<file path="config.mk">
export PLATFORM = sky130hd
export DESIGN_NAME = decode_stage
export DESIGN_NICKNAME = d
export VERILOG_FILES = /design/src/rtl/riscv_pkg.sv /design/src/rtl/decode_stage_register_file.sv /design/src/rtl/decode_stage.sv
export SDC_FILE = /design/constraint.sdc
export NUM_CORES = 2
export LEC_CHECK = 0
export ABC_CLOCK_PERIOD_IN_PS = 3030
export BUFFER_PORTS_ARGS = -buffer_cell sky130_fd_sc_hd__buf_4
export CAP_MARGIN = 10
export CORE_ASPECT_RATIO = 1.1
export CORE_UTILIZATION = 63
export CTS_CLUSTER_DIAMETER = 40
export DETAILED_ROUTE_END_ITERATION = 8
export PLACE_DENSITY = 0.81
export SYNTH_ARGS = -nofsm -noshare
export SYNTH_HDL_FRONTEND = slang
export SYNTH_SLANG_ARGS = --single-unit
</file>
<file path="constraint.sdc">
create_clock -name clk -period 3.03 [get_ports clk]
set_input_delay 0.1515 -clock clk [delete_from_list [all_inputs] [get_ports clk]]
set_output_delay 0.1515 -clock clk [all_outputs]
set_load 0.005 [all_outputs]
</file>
<file path="src/rtl/riscv_pkg.sv">
// Shared RV32I definitions: widths, opcodes, ALU ops, control bundle and immediate generation.
// Default widths come from RISCV_WORD_WIDTH / RISCV_ADDR_WIDTH when not supplied by the build.
`ifndef RISCV_WORD_WIDTH
`define RISCV_WORD_WIDTH 32
`endif
`ifndef RISCV_ADDR_WIDTH
`define RISCV_ADDR_WIDTH 32
`endif

package riscv_pkg;

  localparam int WORD_W = `RISCV_WORD_WIDTH;
  localparam int ADDR_W = `RISCV_ADDR_WIDTH;

  localparam logic [6:0] OPC_LUI    = 7'b0110111;
  localparam logic [6:0] OPC_AUIPC  = 7'b0010111;
  localparam logic [6:0] OPC_JAL    = 7'b1101111;
  localparam logic [6:0] OPC_JALR   = 7'b1100111;
  localparam logic [6:0] OPC_BRANCH = 7'b1100011;
  localparam logic [6:0] OPC_LOAD   = 7'b0000011;
  localparam logic [6:0] OPC_STORE  = 7'b0100011;
  localparam logic [6:0] OPC_OP_IMM = 7'b0010011;
  localparam logic [6:0] OPC_OP     = 7'b0110011;

  typedef enum logic [3:0] {
    ALU_ADD    = 4'd0,
    ALU_SUB    = 4'd1,
    ALU_SLL    = 4'd2,
    ALU_SLT    = 4'd3,
    ALU_SLTU   = 4'd4,
    ALU_XOR    = 4'd5,
    ALU_SRL    = 4'd6,
    ALU_SRA    = 4'd7,
    ALU_OR     = 4'd8,
    ALU_AND    = 4'd9,
    ALU_COPY_B = 4'd10
  } alu_op_t;

  typedef enum logic [2:0] {
    IMM_NONE = 3'd0,
    IMM_I    = 3'd1,
    IMM_S    = 3'd2,
    IMM_B    = 3'd3,
    IMM_U    = 3'd4,
    IMM_J    = 3'd5
  } imm_fmt_t;

  typedef struct packed {
    logic       is_load;
    logic       is_store;
    logic       is_branch;
    logic       is_jal;
    logic       is_jalr;
    logic       is_lui;
    logic       is_auipc;
    logic [2:0] funct3;
  } ctrl_t;

  function automatic logic [31:0] imm_gen(input logic [31:0] instr, input imm_fmt_t fmt);
    logic [31:0] imm;
    imm = 32'd0;
    case (fmt)
      IMM_I:   imm = {{20{instr[31]}}, instr[31:20]};
      IMM_S:   imm = {{20{instr[31]}}, instr[31:25], instr[11:7]};
      IMM_B:   imm = {{19{instr[31]}}, instr[31], instr[7], instr[30:25], instr[11:8], 1'b0};
      IMM_U:   imm = {instr[31:12], 12'd0};
      IMM_J:   imm = {{11{instr[31]}}, instr[31], instr[19:12], instr[20], instr[30:21], 1'b0};
      default: imm = 32'd0;
    endcase
    return imm;
  endfunction

  // alt selects SUB/SRA; callers only raise it where the encoding allows it
  function automatic alu_op_t alu_from_funct(input logic [2:0] funct3, input logic alt);
    alu_op_t op;
    op = ALU_ADD;
    case (funct3)
      3'b000:  op = alt ? ALU_SUB : ALU_ADD;
      3'b001:  op = ALU_SLL;
      3'b010:  op = ALU_SLT;
      3'b011:  op = ALU_SLTU;
      3'b100:  op = ALU_XOR;
      3'b101:  op = alt ? ALU_SRA : ALU_SRL;
      3'b110:  op = ALU_OR;
      3'b111:  op = ALU_AND;
      default: op = ALU_ADD;
    endcase
    return op;
  endfunction

endpackage

</file>
<file path="src/rtl/decode_stage_register_file.sv">
// 32-entry integer register file: two combinational read ports, one write port, x0 hardwired to zero.
module register_file
  import riscv_pkg::*;
(
  input  logic              clk,
  input  logic              rst_n,
  input  logic [4:0]        i_raddr1,
  input  logic [4:0]        i_raddr2,
  output logic [WORD_W-1:0] o_rdata1,
  output logic [WORD_W-1:0] o_rdata2,
  input  logic              i_we,
  input  logic [4:0]        i_waddr,
  input  logic [WORD_W-1:0] i_wdata
);

  logic [WORD_W-1:0] r_regs [31:1];

  // Storage for x1..x31; writes aimed at x0 are dropped
  always_ff @(posedge clk or negedge rst_n) begin
    if (!rst_n) begin
      for (int i = 1; i < 32; i++) begin
        r_regs[i] <= '0;
      end
    end else if (i_we && (i_waddr != 5'd0)) begin
      r_regs[i_waddr] <= i_wdata;
    end
  end

  assign o_rdata1 = (i_raddr1 == 5'd0) ? '0 : r_regs[i_raddr1];
  assign o_rdata2 = (i_raddr2 == 5'd0) ? '0 : r_regs[i_raddr2];

endmodule

</file>
<file path="src/rtl/decode_stage.sv">
// RV32I decode stage: field/immediate decode, operand read, busy-bit scoreboard, registered output.
// Optional writeback bypass into hazard check and operand read: define DECODE_WB_BYPASS_EN.
module decode_stage
  import riscv_pkg::*;
(
  input  logic              clk,
  input  logic              rst_n,
  input  logic [WORD_W-1:0] instr_i,
  input  logic [ADDR_W-1:0] instr_addr_i,
  input  logic              instr_valid_i,
  output logic              instr_ready_o,
  input  logic              flush_i,
  input  logic              wb_we_i,
  input  logic [4:0]        wb_rd_i,
  input  logic [WORD_W-1:0] wb_data_i,
  output logic              dec_valid_o,
  input  logic              dec_ready_i,
  output logic [ADDR_W-1:0] dec_pc_o,
  output logic [WORD_W-1:0] dec_rs1_data_o,
  output logic [WORD_W-1:0] dec_rs2_data_o,
  output logic [WORD_W-1:0] dec_imm_o,
  output logic [4:0]        dec_rd_o,
  output logic              dec_rd_we_o,
  output alu_op_t           dec_alu_op_o,
  output ctrl_t             dec_ctrl_o,
  output logic              dec_illegal_o
);

  logic [6:0]        w_opcode;
  logic [4:0]        w_rd, w_rs1, w_rs2;
  logic [2:0]        w_funct3;
  logic [6:0]        w_funct7;
  alu_op_t           w_alu_op;
  ctrl_t             w_ctrl;
  imm_fmt_t          w_imm_fmt;
  logic              w_uses_rs1, w_uses_rs2, w_writes_rd, w_illegal;
  logic              w_rd_we, w_chk_rs1, w_chk_rs2, w_hazard, w_load;
  logic [WORD_W-1:0] w_rf_rdata1, w_rf_rdata2, w_rs1_data, w_rs2_data, w_imm;
  logic [31:0]       w_busy_eff, w_set_mask, w_clr_mask, w_busy_nxt;

  logic              r_valid, r_rd_we, r_illegal;
  logic [ADDR_W-1:0] r_pc;
  logic [WORD_W-1:0] r_rs1_data, r_rs2_data, r_imm;
  logic [4:0]        r_rd;
  alu_op_t           r_alu_op;
  ctrl_t             r_ctrl;
  logic [31:0]       r_busy;

  assign w_opcode = instr_i[6:0];
  assign w_rd     = instr_i[11:7];
  assign w_funct3 = instr_i[14:12];
  assign w_rs1    = instr_i[19:15];
  assign w_rs2    = instr_i[24:20];
  assign w_funct7 = instr_i[31:25];
  assign w_imm    = imm_gen(instr_i, w_imm_fmt);

  // Opcode/funct decode into control bundle, register usage and legality
  always_comb begin
    w_alu_op      = ALU_ADD;
    w_ctrl        = '0;
    w_ctrl.funct3 = w_funct3;
    w_imm_fmt     = IMM_NONE;
    w_uses_rs1    = 1'b0;
    w_uses_rs2    = 1'b0;
    w_writes_rd   = 1'b0;
    w_illegal     = 1'b0;
    case (w_opcode)
      OPC_LUI: begin
        w_ctrl.is_lui = 1'b1; w_imm_fmt = IMM_U; w_writes_rd = 1'b1; w_alu_op = ALU_COPY_B;
      end
      OPC_AUIPC: begin
        w_ctrl.is_auipc = 1'b1; w_imm_fmt = IMM_U; w_writes_rd = 1'b1;
      end
      OPC_JAL: begin
        w_ctrl.is_jal = 1'b1; w_imm_fmt = IMM_J; w_writes_rd = 1'b1;
      end
      OPC_JALR: begin
        w_ctrl.is_jalr = 1'b1; w_imm_fmt = IMM_I; w_writes_rd = 1'b1; w_uses_rs1 = 1'b1;
        w_illegal = (w_funct3 != 3'b000);
      end
      OPC_BRANCH: begin
        w_ctrl.is_branch = 1'b1; w_imm_fmt = IMM_B; w_uses_rs1 = 1'b1; w_uses_rs2 = 1'b1;
        w_alu_op  = ALU_SUB;
        w_illegal = (w_funct3 == 3'b010) || (w_funct3 == 3'b011);
      end
      OPC_LOAD: begin
        w_ctrl.is_load = 1'b1; w_imm_fmt = IMM_I; w_writes_rd = 1'b1; w_uses_rs1 = 1'b1;
        w_illegal = (w_funct3 == 3'b011) || (w_funct3 == 3'b110) || (w_funct3 == 3'b111);
      end
      OPC_STORE: begin
        w_ctrl.is_store = 1'b1; w_imm_fmt = IMM_S; w_uses_rs1 = 1'b1; w_uses_rs2 = 1'b1;
        w_illegal = (w_funct3 > 3'b010);
      end
      OPC_OP_IMM: begin
        w_imm_fmt = IMM_I; w_writes_rd = 1'b1; w_uses_rs1 = 1'b1;
        w_alu_op  = alu_from_funct(w_funct3, (w_funct3 == 3'b101) && w_funct7[5]);
        w_illegal = ((w_funct3 == 3'b001) && (w_funct7 != 7'd0)) ||
                    ((w_funct3 == 3'b101) && (w_funct7 != 7'd0) && (w_funct7 != 7'b0100000));
      end
      OPC_OP: begin
        w_writes_rd = 1'b1; w_uses_rs1 = 1'b1; w_uses_rs2 = 1'b1;
        w_alu_op  = alu_from_funct(w_funct3, w_funct7[5]);
        w_illegal = (w_funct7 != 7'd0) &&
                    !((w_funct7 == 7'b0100000) && ((w_funct3 == 3'b000) || (w_funct3 == 3'b101)));
      end
      default: begin
        w_illegal = 1'b1;
      end
    endcase
  end

  assign w_rd_we   = w_writes_rd & ~w_illegal & (w_rd != 5'd0);
  assign w_chk_rs1 = w_uses_rs1 & ~w_illegal & (w_rs1 != 5'd0);
  assign w_chk_rs2 = w_uses_rs2 & ~w_illegal & (w_rs2 != 5'd0);

  register_file u_register_file (
    .clk      (clk),
    .rst_n    (rst_n),
    .i_raddr1 (w_rs1),
    .i_raddr2 (w_rs2),
    .o_rdata1 (w_rf_rdata1),
    .o_rdata2 (w_rf_rdata2),
    .i_we     (wb_we_i),
    .i_waddr  (wb_rd_i),
    .i_wdata  (wb_data_i)
  );

`ifdef DECODE_WB_BYPASS_EN
  // A register being written back this cycle is already available to the consumer
  assign w_busy_eff = r_busy & ~(wb_we_i ? (32'd1 << wb_rd_i) : 32'd0);
  assign w_rs1_data = (wb_we_i && (wb_rd_i == w_rs1) && (w_rs1 != 5'd0)) ? wb_data_i : w_rf_rdata1;
  assign w_rs2_data = (wb_we_i && (wb_rd_i == w_rs2) && (w_rs2 != 5'd0)) ? wb_data_i : w_rf_rdata2;
`else
  assign w_busy_eff = r_busy;
  assign w_rs1_data = w_rf_rdata1;
  assign w_rs2_data = w_rf_rdata2;
`endif

  assign w_hazard = (w_chk_rs1 & w_busy_eff[w_rs1]) |
                    (w_chk_rs2 & w_busy_eff[w_rs2]) |
                    (w_rd_we   & w_busy_eff[w_rd]);

  assign instr_ready_o = rst_n & ~flush_i & ~w_hazard & (~r_valid | dec_ready_i);
  assign w_load        = instr_valid_i & instr_ready_o;

  // A flushed instruction never reaches writeback, so its busy bit is released here
  assign w_clr_mask = (wb_we_i ? (32'd1 << wb_rd_i) : 32'd0) |
                      ((flush_i & r_valid & r_rd_we) ? (32'd1 << r_rd) : 32'd0);
  assign w_set_mask = (w_load & w_rd_we) ? (32'd1 << w_rd) : 32'd0;
  assign w_busy_nxt = ((r_busy & ~w_clr_mask) | w_set_mask) & ~32'd1;

  // Scoreboard busy bits
  always_ff @(posedge clk or negedge rst_n) begin
    if (!rst_n) begin
      r_busy <= 32'd0;
    end else begin
      r_busy <= w_busy_nxt;
    end
  end

  // Decode output register: flush, then load, then drain, else hold
  always_ff @(posedge clk or negedge rst_n) begin
    if (!rst_n) begin
      r_valid    <= 1'b0;
      r_pc       <= '0;
      r_rs1_data <= '0;
      r_rs2_data <= '0;
      r_imm      <= '0;
      r_rd       <= 5'd0;
      r_rd_we    <= 1'b0;
      r_alu_op   <= ALU_ADD;
      r_ctrl     <= '0;
      r_illegal  <= 1'b0;
    end else if (flush_i) begin
      r_valid <= 1'b0;
    end else if (w_load) begin
      r_valid    <= 1'b1;
      r_pc       <= instr_addr_i;
      r_rs1_data <= w_rs1_data;
      r_rs2_data <= w_rs2_data;
      r_imm      <= w_imm;
      r_rd       <= w_rd;
      r_rd_we    <= w_rd_we;
      r_alu_op   <= w_alu_op;
      r_ctrl     <= w_ctrl;
      r_illegal  <= w_illegal;
    end else if (dec_ready_i) begin
      r_valid <= 1'b0;
    end
  end

  assign dec_valid_o    = r_valid;
  assign dec_pc_o       = r_pc;
  assign dec_rs1_data_o = r_rs1_data;
  assign dec_rs2_data_o = r_rs2_data;
  assign dec_imm_o      = r_imm;
  assign dec_rd_o       = r_rd;
  assign dec_rd_we_o    = r_rd_we;
  assign dec_alu_op_o   = r_alu_op;
  assign dec_ctrl_o     = r_ctrl;
  assign dec_illegal_o  = r_illegal;

endmodule

</file>
* Word level (Yosys, flattened, before mapping)
Index checks and enable logic that the tools add are counted. W data, S select, Z words.
Cells by class: shift-type cells 3, order comparisons 6, bitwise gates (word level) 27, eq/ne operators 23, muxes and demuxes 41, reduce and logical (&&, ||, !) cells 31
Operator list (count):
- $bwmux W992 | 1
- $bmux W32 S5 | 2
- $mux W32 | 8
- $demux W32 S5 | 1
- $pmux W32 S5 | 1
- $shl A1 B5 Y32 const A | 3
- $or A32 B32 Y32 | 2
- $pmux W4 S8 | 2
- $and A32 B32 Y32 | 1
- $not A32 Y32 | 1
- $eq A7 B6 Y1 const B | 4
- $lt A5 B6 Y1 const B | 4
- $eq A7 B7 Y1 const B | 3
- $mux W1 | 20
- $reduce_bool A5 Y1 | 4
- $eq A3 B3 Y1 const B | 6
- $and A1 B1 Y1 | 16
- $pmux W4 S4 | 1
- $bmux W1 S5 | 3
- $pmux W3 S5 | 1
- $eq A7 B5 Y1 const B | 2
- $eq A3 B2 Y1 const B | 4
- $logic_not A5 Y1 | 2
- $reduce_or A3 Y1 | 3
- 18 further kinds | 36
Word-level totals: logic and storage cells 180, flip-flop bits (word level) 1173

* Depth between registers and ports, before layout
depth in word-level cells 19, gate-level depth with buffers 12, gate-level depth less buffers 7

* Cells and area by module
A second synthesis with hierarchy kept.
Second synthesis, totals: cell total of the unflattened synthesis 5506, area total of the unflattened synthesis 65504.1 µm²
Modules (own cells, without submodules):
- register_file | area an instance 53357.4 µm², times used 1, cells an instance 4060, sequential area each 24823.8 µm²
- decode_stage | area an instance 12146.6 µm², times used 1, cells an instance 1446, sequential area each 4529.3 µm²

* Least setup slack after synthesis
No wires, ideal clock.
path kind input port to flip-flop, start point input instr_i[20], end point register r_rs2_data[24] (netlist: dec_rs2_data_o[24]), arrival 2.634 ns, stages 8, path slack 0.271 ns, path through buf_4 > buf_2 > buf_2 > buf_2 > mux4_2 > mux4_2 > mux2_2 > mux2_2
Between the ends: longest elaborated chain between the ends 10
RTL lines:
- from (decl) | RTL line decode_stage.sv:8 | input logic [WORD_W-1:0] instr_i,
- $bmux W1 S5 or $reduce_bool A5 Y1 (tied branches) | RTL line decode_stage.sv:140, decode_stage.sv:114
- $mux W1 (not written as such) or $and A1 B1 Y1 (tied branches) | RTL line decode_stage.sv:140, decode_stage.sv:114
- $and A1 B1 Y1 | RTL line decode_stage.sv:140 | (w_chk_rs2 & w_busy_eff[w_rs2]) |
- $or A1 B1 Y1 | RTL line decode_stage.sv:139 | assign w_hazard = (w_chk_rs1 & w_busy_eff[w_rs1]) |
- $or A1 B1 Y1 | RTL line decode_stage.sv:140
- $not A1 Y1 | RTL line decode_stage.sv:143 | assign instr_ready_o = rst_n & ~flush_i & ~w_hazard & (~r_valid | dec_ready_i);
- $and A1 B1 Y1 (2 in series) | RTL line decode_stage.sv:143
- $and A1 B1 Y1 | RTL line decode_stage.sv:144 | assign w_load = instr_valid_i & instr_ready_o;
- $reduce_and A2 Y1 (no source line)
- to (signal assigned) | RTL line decode_stage.sv:180 | r_rs2_data <= w_rs2_data;
- to (decl) | RTL line decode_stage.sv:43 | logic [WORD_W-1:0] r_rs1_data, r_rs2_data, r_imm;
Parallel ways exist; a longest one is shown, timed or not. The select of a mux whose other input is x is not followed. A chain may end at the register's enable or synchronous reset.

* Final worst setup path
start point register r_busy[3], end point output instr_ready_o
Between the ends: longest elaborated chain between the ends 8
RTL lines:
- from (decl) | RTL line decode_stage.sv:47 | logic [31:0] r_busy;
- from (signal assigned) | RTL line decode_stage.sv:157 | r_busy <= w_busy_nxt;
- $bmux W1 S5, on equally long branches | RTL line decode_stage.sv:139, decode_stage.sv:140
- $mux W1, on equally long branches | RTL line decode_stage.sv:139, decode_stage.sv:140
- $and A1 B1 Y1, on equally long branches | RTL line decode_stage.sv:139, decode_stage.sv:140
- $or A1 B1 Y1 | RTL line decode_stage.sv:139
- $or A1 B1 Y1 (*) | RTL line decode_stage.sv:140
- $not A1 Y1 (*) | RTL line decode_stage.sv:143
- $and A1 B1 Y1 (*) (2 in series) | RTL line decode_stage.sv:143
- to (decl) | RTL line decode_stage.sv:11 | output logic instr_ready_o,
Every way passes the cells marked *; elsewhere a longest branch is shown, timed or not. The select of a mux whose other input is x is not followed.

==> impl.org <==
** Synthesis
- After synthesis, the largest area contributor takes up around 47% of total cell area.
- Sorting the synthesized cells by how often they occur yields sky130_fd_sc_hd__dfrtp_1 (1173), sky130_fd_sc_hd__mux2_2 (1092), sky130_fd_sc_hd__mux4_2 (579).
- For this run, the leading register cell type out of synthesis is sky130_fd_sc_hd__dfrtp_1.
- Number of library cell types mapped by synthesis :: 62
- Synthesized Nets :: just over 4000
- Largest area contributor in the synthesized netlist :: sky130_fd_sc_hd__dfrtp_1
- Most common cell in the netlist :: sky130_fd_sc_hd__dfrtp_1
- The share of the Yosys chip area taken by registers is a little under half.
- Number of synthesized register bits :: between 1000 and 1500
- Average footprint of a synthesized cell :: ~15 µm²
- Count of flip-flops with a built-in enable after synthesis :: 0
- Synth Instances :: between 3000 and 4000
- After synthesis, the share of flip-flops with an asynchronous set or reset is 100%.
- Cell Area, Synth :: between 0.06 and 0.07 mm²
- Synthesis warning total :: 0
- Sorting the synthesized cells by area gives the leading types as sky130_fd_sc_hd__dfrtp_1 (47%), sky130_fd_sc_hd__mux4_2 (21%), sky130_fd_sc_hd__mux2_2 (20%), sky130_fd_sc_hd__mux2_4 (1.8%), sky130_fd_sc_hd__mux2i_1 (1.7%).

** Power and ir drop
- LEAKAGE :: 31.4 nW
- The worst-case IR drop observed on VDD is 0.608 mV.
- Seq pwr share :: between 40% and 50%
- The analysis attributes to net switching a power of between 10 and 15 mW.
- Combinational cells account for 19.9% of the total power.
- Net switching is a little over a quarter of the power.
- For this design the ratio of total power to cell area is between 600 and 700 mW/mm².
- The completed layout was analyzed and its total power is a little under 50 mW.
- The internal power of the cells totals around 36 mW.
- Per report_power, the clock group accounts for 37.6% of the total.

** Timing
- Count of endpoints failing hold in the final timing report :: 0
- Final period demand of the worst path :: roughly 3000 ps
- The max-slew violation total from the final report came to 0.
- Setup violations remaining at the end of the flow were counted as 0.
- Derived from the worst setup path, the maximum achievable clock frequency is 333 MHz.
- The worst path meets setup with roughly 28 ps of slack.
- For the pin with the worst max-slew slack, the measured transition is 1100 ps.
- Summed negative setup slack over all endpoints :: 0 ps
- Period Utilization, post-route :: between 90 and 100%
- Tightest slew margin relative to the limit :: 26.7%
- Fin Clk Skew :: approximately 36 ps
- Worst slack on hold paths :: between 40 and 50 ps
- Setup repair after global routing could not meet its margin everywhere.

** Routing
- The routed layout has between 30000 and 40000 vias.
- In the routed layout, each cell is associated on average with a via count of 7.06.
- Detailed Routing Iterations Pass 1 :: 8
- Final routed wire length divided by cell count :: 31.0 µm
- The count of nets left with antenna violations once routing finished came out at 0.
- Summed over all layers, the routed wires come to approximately 180000 µm.
- DRC marker count from the first detailed-route iteration :: a little under 4000
- # DRC :: 0

** Clock network
- The number of clock buffers added by TritonCTS is 150.
- Clock tree synthesis found a total of about 1200 sinks.
- The tree is rooted in a sky130_fd_sc_hd__clkbuf_16.
- TritonCTS clock tree :: done
- The later pin in the worst-skew pair is clocked with a latency of around 760 ps.
- Clock-pin slew reported for the worst setup and hold paths after clock tree synthesis :: about 50 ps
- Clock H-tree levels :: 4
- The clock passes through at most 3 buffers.

** Critical path
- Type of the worst setup path :: reg -> out
- Reg-to-Reg End :: dec_pc_o[12]
- In this run the critical register-to-register path is launched from r_busy[20].
- Slack of the worst reg-to-reg path :: around 50 ps
- Data on the critical path arrives at its endpoint at 2850 ps.
- Critical Path RT :: around 2900 ps
- Element type at the critical path start :: register
- STA classifies the critical path endpoint as an output pin.
- Along the worst path, the maximum fanout reaches 4.
- For the worst flop-to-flop path, the logic depth is 9.

** Global routing
- Entering global routing, the biggest net connects about 170 pins.
- Antenna violations before repair :: 2
- The first global-routing pass estimated between 200000 and 300000 µm of wire.
- Summed over all layers, the global routing overflow is 0.
- Via count of the first global-routing pass :: approximately 42000
- Tot GR Track Use :: a little over a third

** Floorplan
- The floorplan step defined a die boundary enclosing about 0.099 mm².
- Floorplan row count :: 120
- Placeable core area :: 0.0973 mm²
- In this run the count of I/O pins placed on the die edge is about 260.
- The die is between 300 and 400 µm tall.
- Die X :: roughly 300 µm
- Starting utilization of the core area :: a little under two thirds

** Place
- Once placement finished, the instance area stood at 0.0656 mm².
- Buffers on Ports :: roughly 260
- After detailed placement, the design holds a cell count of roughly 5300.
- Hpwl dp :: 95400 µm
- Routability-driven placement finished with a final weighted congestion of ~0.92.
- Timing analysis after detailed placement gives a worst setup slack of -47.0 ps.

** Final layout
- Fill cell count :: between 5000 and 6000
- After routing the design area is approximately 0.07 mm².
- Multi-input combinational cell area :: roughly 0.03 mm²
- Layout Nets :: about 4400
- Filler-free cell count of the finished design :: 5657
- In the final layout, flip-flops and latches occupy 0.0294 mm².
- Area Overhead vs Synth :: 16.4%
- Layout cells sized above 1 :: between 50% and 60%
- Final core utilization :: between 70 and 80%

** Worst hold path
- The worst hold path terminates at dec_ctrl_o[5].
- Beginning of the worst hold path :: instr_i[1]
- Type of the most critical hold path :: in -> reg
- Along the worst hold path, the cell count comes to 4.

** Run
- Across the run, the number of max-cap violations was 0.

** Status
- Run status :: completed
-- layout make-up --
cell class,instances,area share (%)
multi-input combinational,2390,42.8
timing repair buffer,514,6.79
clock inverter,86,1.46
sequential,1173,40.8
clock buffer,191,5.83
tap,1281,2.23
antenna,1,0.00348
inverter,21,0.110
-- what timing repair did --
action | in CTS | in global routing
endpoints found under the setup margin | 43 | 107
endpoints found under the hold margin | 2011 | 0
setup buffers | 0 | 0
hold buffers | 103 | 0
resized for setup | 1 | 5
pin swaps | 0 | 1
-- worst max-delay path by stage --
stage	from	to
3_3_place_gp	instr_i[8]	dec_pc_o[25]
3_5_place_dp	instr_i[8]	dec_pc_o[23]
2_1_floorplan	instr_i[20]	dec_rs2_data_o[24]
6_report	r_busy[3]	instr_ready_o
5_1_grt	r_busy[20]	dec_rs2_data_o[29]
4_1_cts	r_busy[20]	dec_pc_o[23]
-- worst max-delay path: stages (launching register included) --
cell and delay (ps):
sky130_fd_sc_hd__dfrtp_1 430, sky130_fd_sc_hd__mux2_2 300, sky130_fd_sc_hd__a221oi_1 400, sky130_fd_sc_hd__nor3_1 160, sky130_fd_sc_hd__a31oi_1 250, sky130_fd_sc_hd__a311o_1 250, sky130_fd_sc_hd__and3b_1 190, sky130_fd_sc_hd__buf_4 110
-- placed cells by master (no fill, tap or decap), types with 9 or more instances in the layout --
master | netlist | routed
sky130_fd_sc_hd__a21o_1 | 12 | 12
sky130_fd_sc_hd__a21oi_1 | 85 | 84
sky130_fd_sc_hd__a22o_1 | 35 | 35
sky130_fd_sc_hd__buf_12 | 8 | 56
sky130_fd_sc_hd__buf_4 | 6 | 346
sky130_fd_sc_hd__bufinv_16 | 0 | 16
sky130_fd_sc_hd__clkbuf_1 | 281 | 18
sky130_fd_sc_hd__clkbuf_16 | 0 | 155
sky130_fd_sc_hd__clkbuf_8 | 0 | 18
sky130_fd_sc_hd__clkinv_2 | 0 | 13
sky130_fd_sc_hd__clkinv_4 | 0 | 13
sky130_fd_sc_hd__clkinvlp_4 | 0 | 17
sky130_fd_sc_hd__dfrtp_1 | 1173 | 1173
sky130_fd_sc_hd__dlygate4sd3_1 | 0 | 102
sky130_fd_sc_hd__inv_1 | 21 | 20
sky130_fd_sc_hd__inv_6 | 0 | 21
sky130_fd_sc_hd__mux2_2 | 1092 | 1092
sky130_fd_sc_hd__mux2_4 | 73 | 73
sky130_fd_sc_hd__mux2i_1 | 108 | 108
sky130_fd_sc_hd__mux4_2 | 579 | 579
sky130_fd_sc_hd__nand2_1 | 84 | 69
sky130_fd_sc_hd__nand2_2 | 0 | 15
sky130_fd_sc_hd__nand2b_1 | 14 | 14
sky130_fd_sc_hd__nand3_1 | 38 | 38
sky130_fd_sc_hd__nand3b_1 | 9 | 9
sky130_fd_sc_hd__nor2_1 | 40 | 24
sky130_fd_sc_hd__nor2_4 | 0 | 16
sky130_fd_sc_hd__nor2b_1 | 24 | 23
sky130_fd_sc_hd__nor3_1 | 10 | 10
sky130_fd_sc_hd__o211ai_1 | 18 | 18
sky130_fd_sc_hd__o21ai_0 | 88 | 88
-- sequential cells by signal, summed over array words and instances (netlist names) --
signal / flops
dec_rd_we_o: 1
dec_pc_o: 32
dec_rd_o: 5
r_busy: 31
dec_ctrl_o: 10
u_register_file.r_regs: 992
dec_valid_o: 1
dec_rs1_data_o: 32
dec_rs2_data_o: 32
dec_alu_op_o: 4
dec_illegal_o: 1
dec_imm_o: 32
-- metal layers --
layer	wire length (µm)	GRT usage, %
met5	83	0
met4	7740	15.9
met3	15000	7.31
met2	85800	57.9
met1	66500	48.7
-- cells by family (layout without fill, tap and decap cells) --
kind of cell	after synthesis	in the layout	synth area share [%]
xor+xnor	1	1	0.0142
compound gates	276	276	2.78
buf+inv	436	812	3.07
mux	1852	1852	44.5
other cells	0	1	0
flops	1173	1173	47.5
simple gates	261	261	2.17
-- power groups by stage --
stage	Sequential, mW	Combinational (mW)	Clock [mW]
2_1_floorplan	20.4	7.00	0
3_3_place_gp	20.8	9.33	0
3_5_place_dp	21.1	9.63	0
4_1_cts	20.9	9.83	18.7
5_1_grt	21.3	10.4	19.4
6_report	21.0	9.81	18.6
Note: power is estimated with default switching activity, not from simulation.
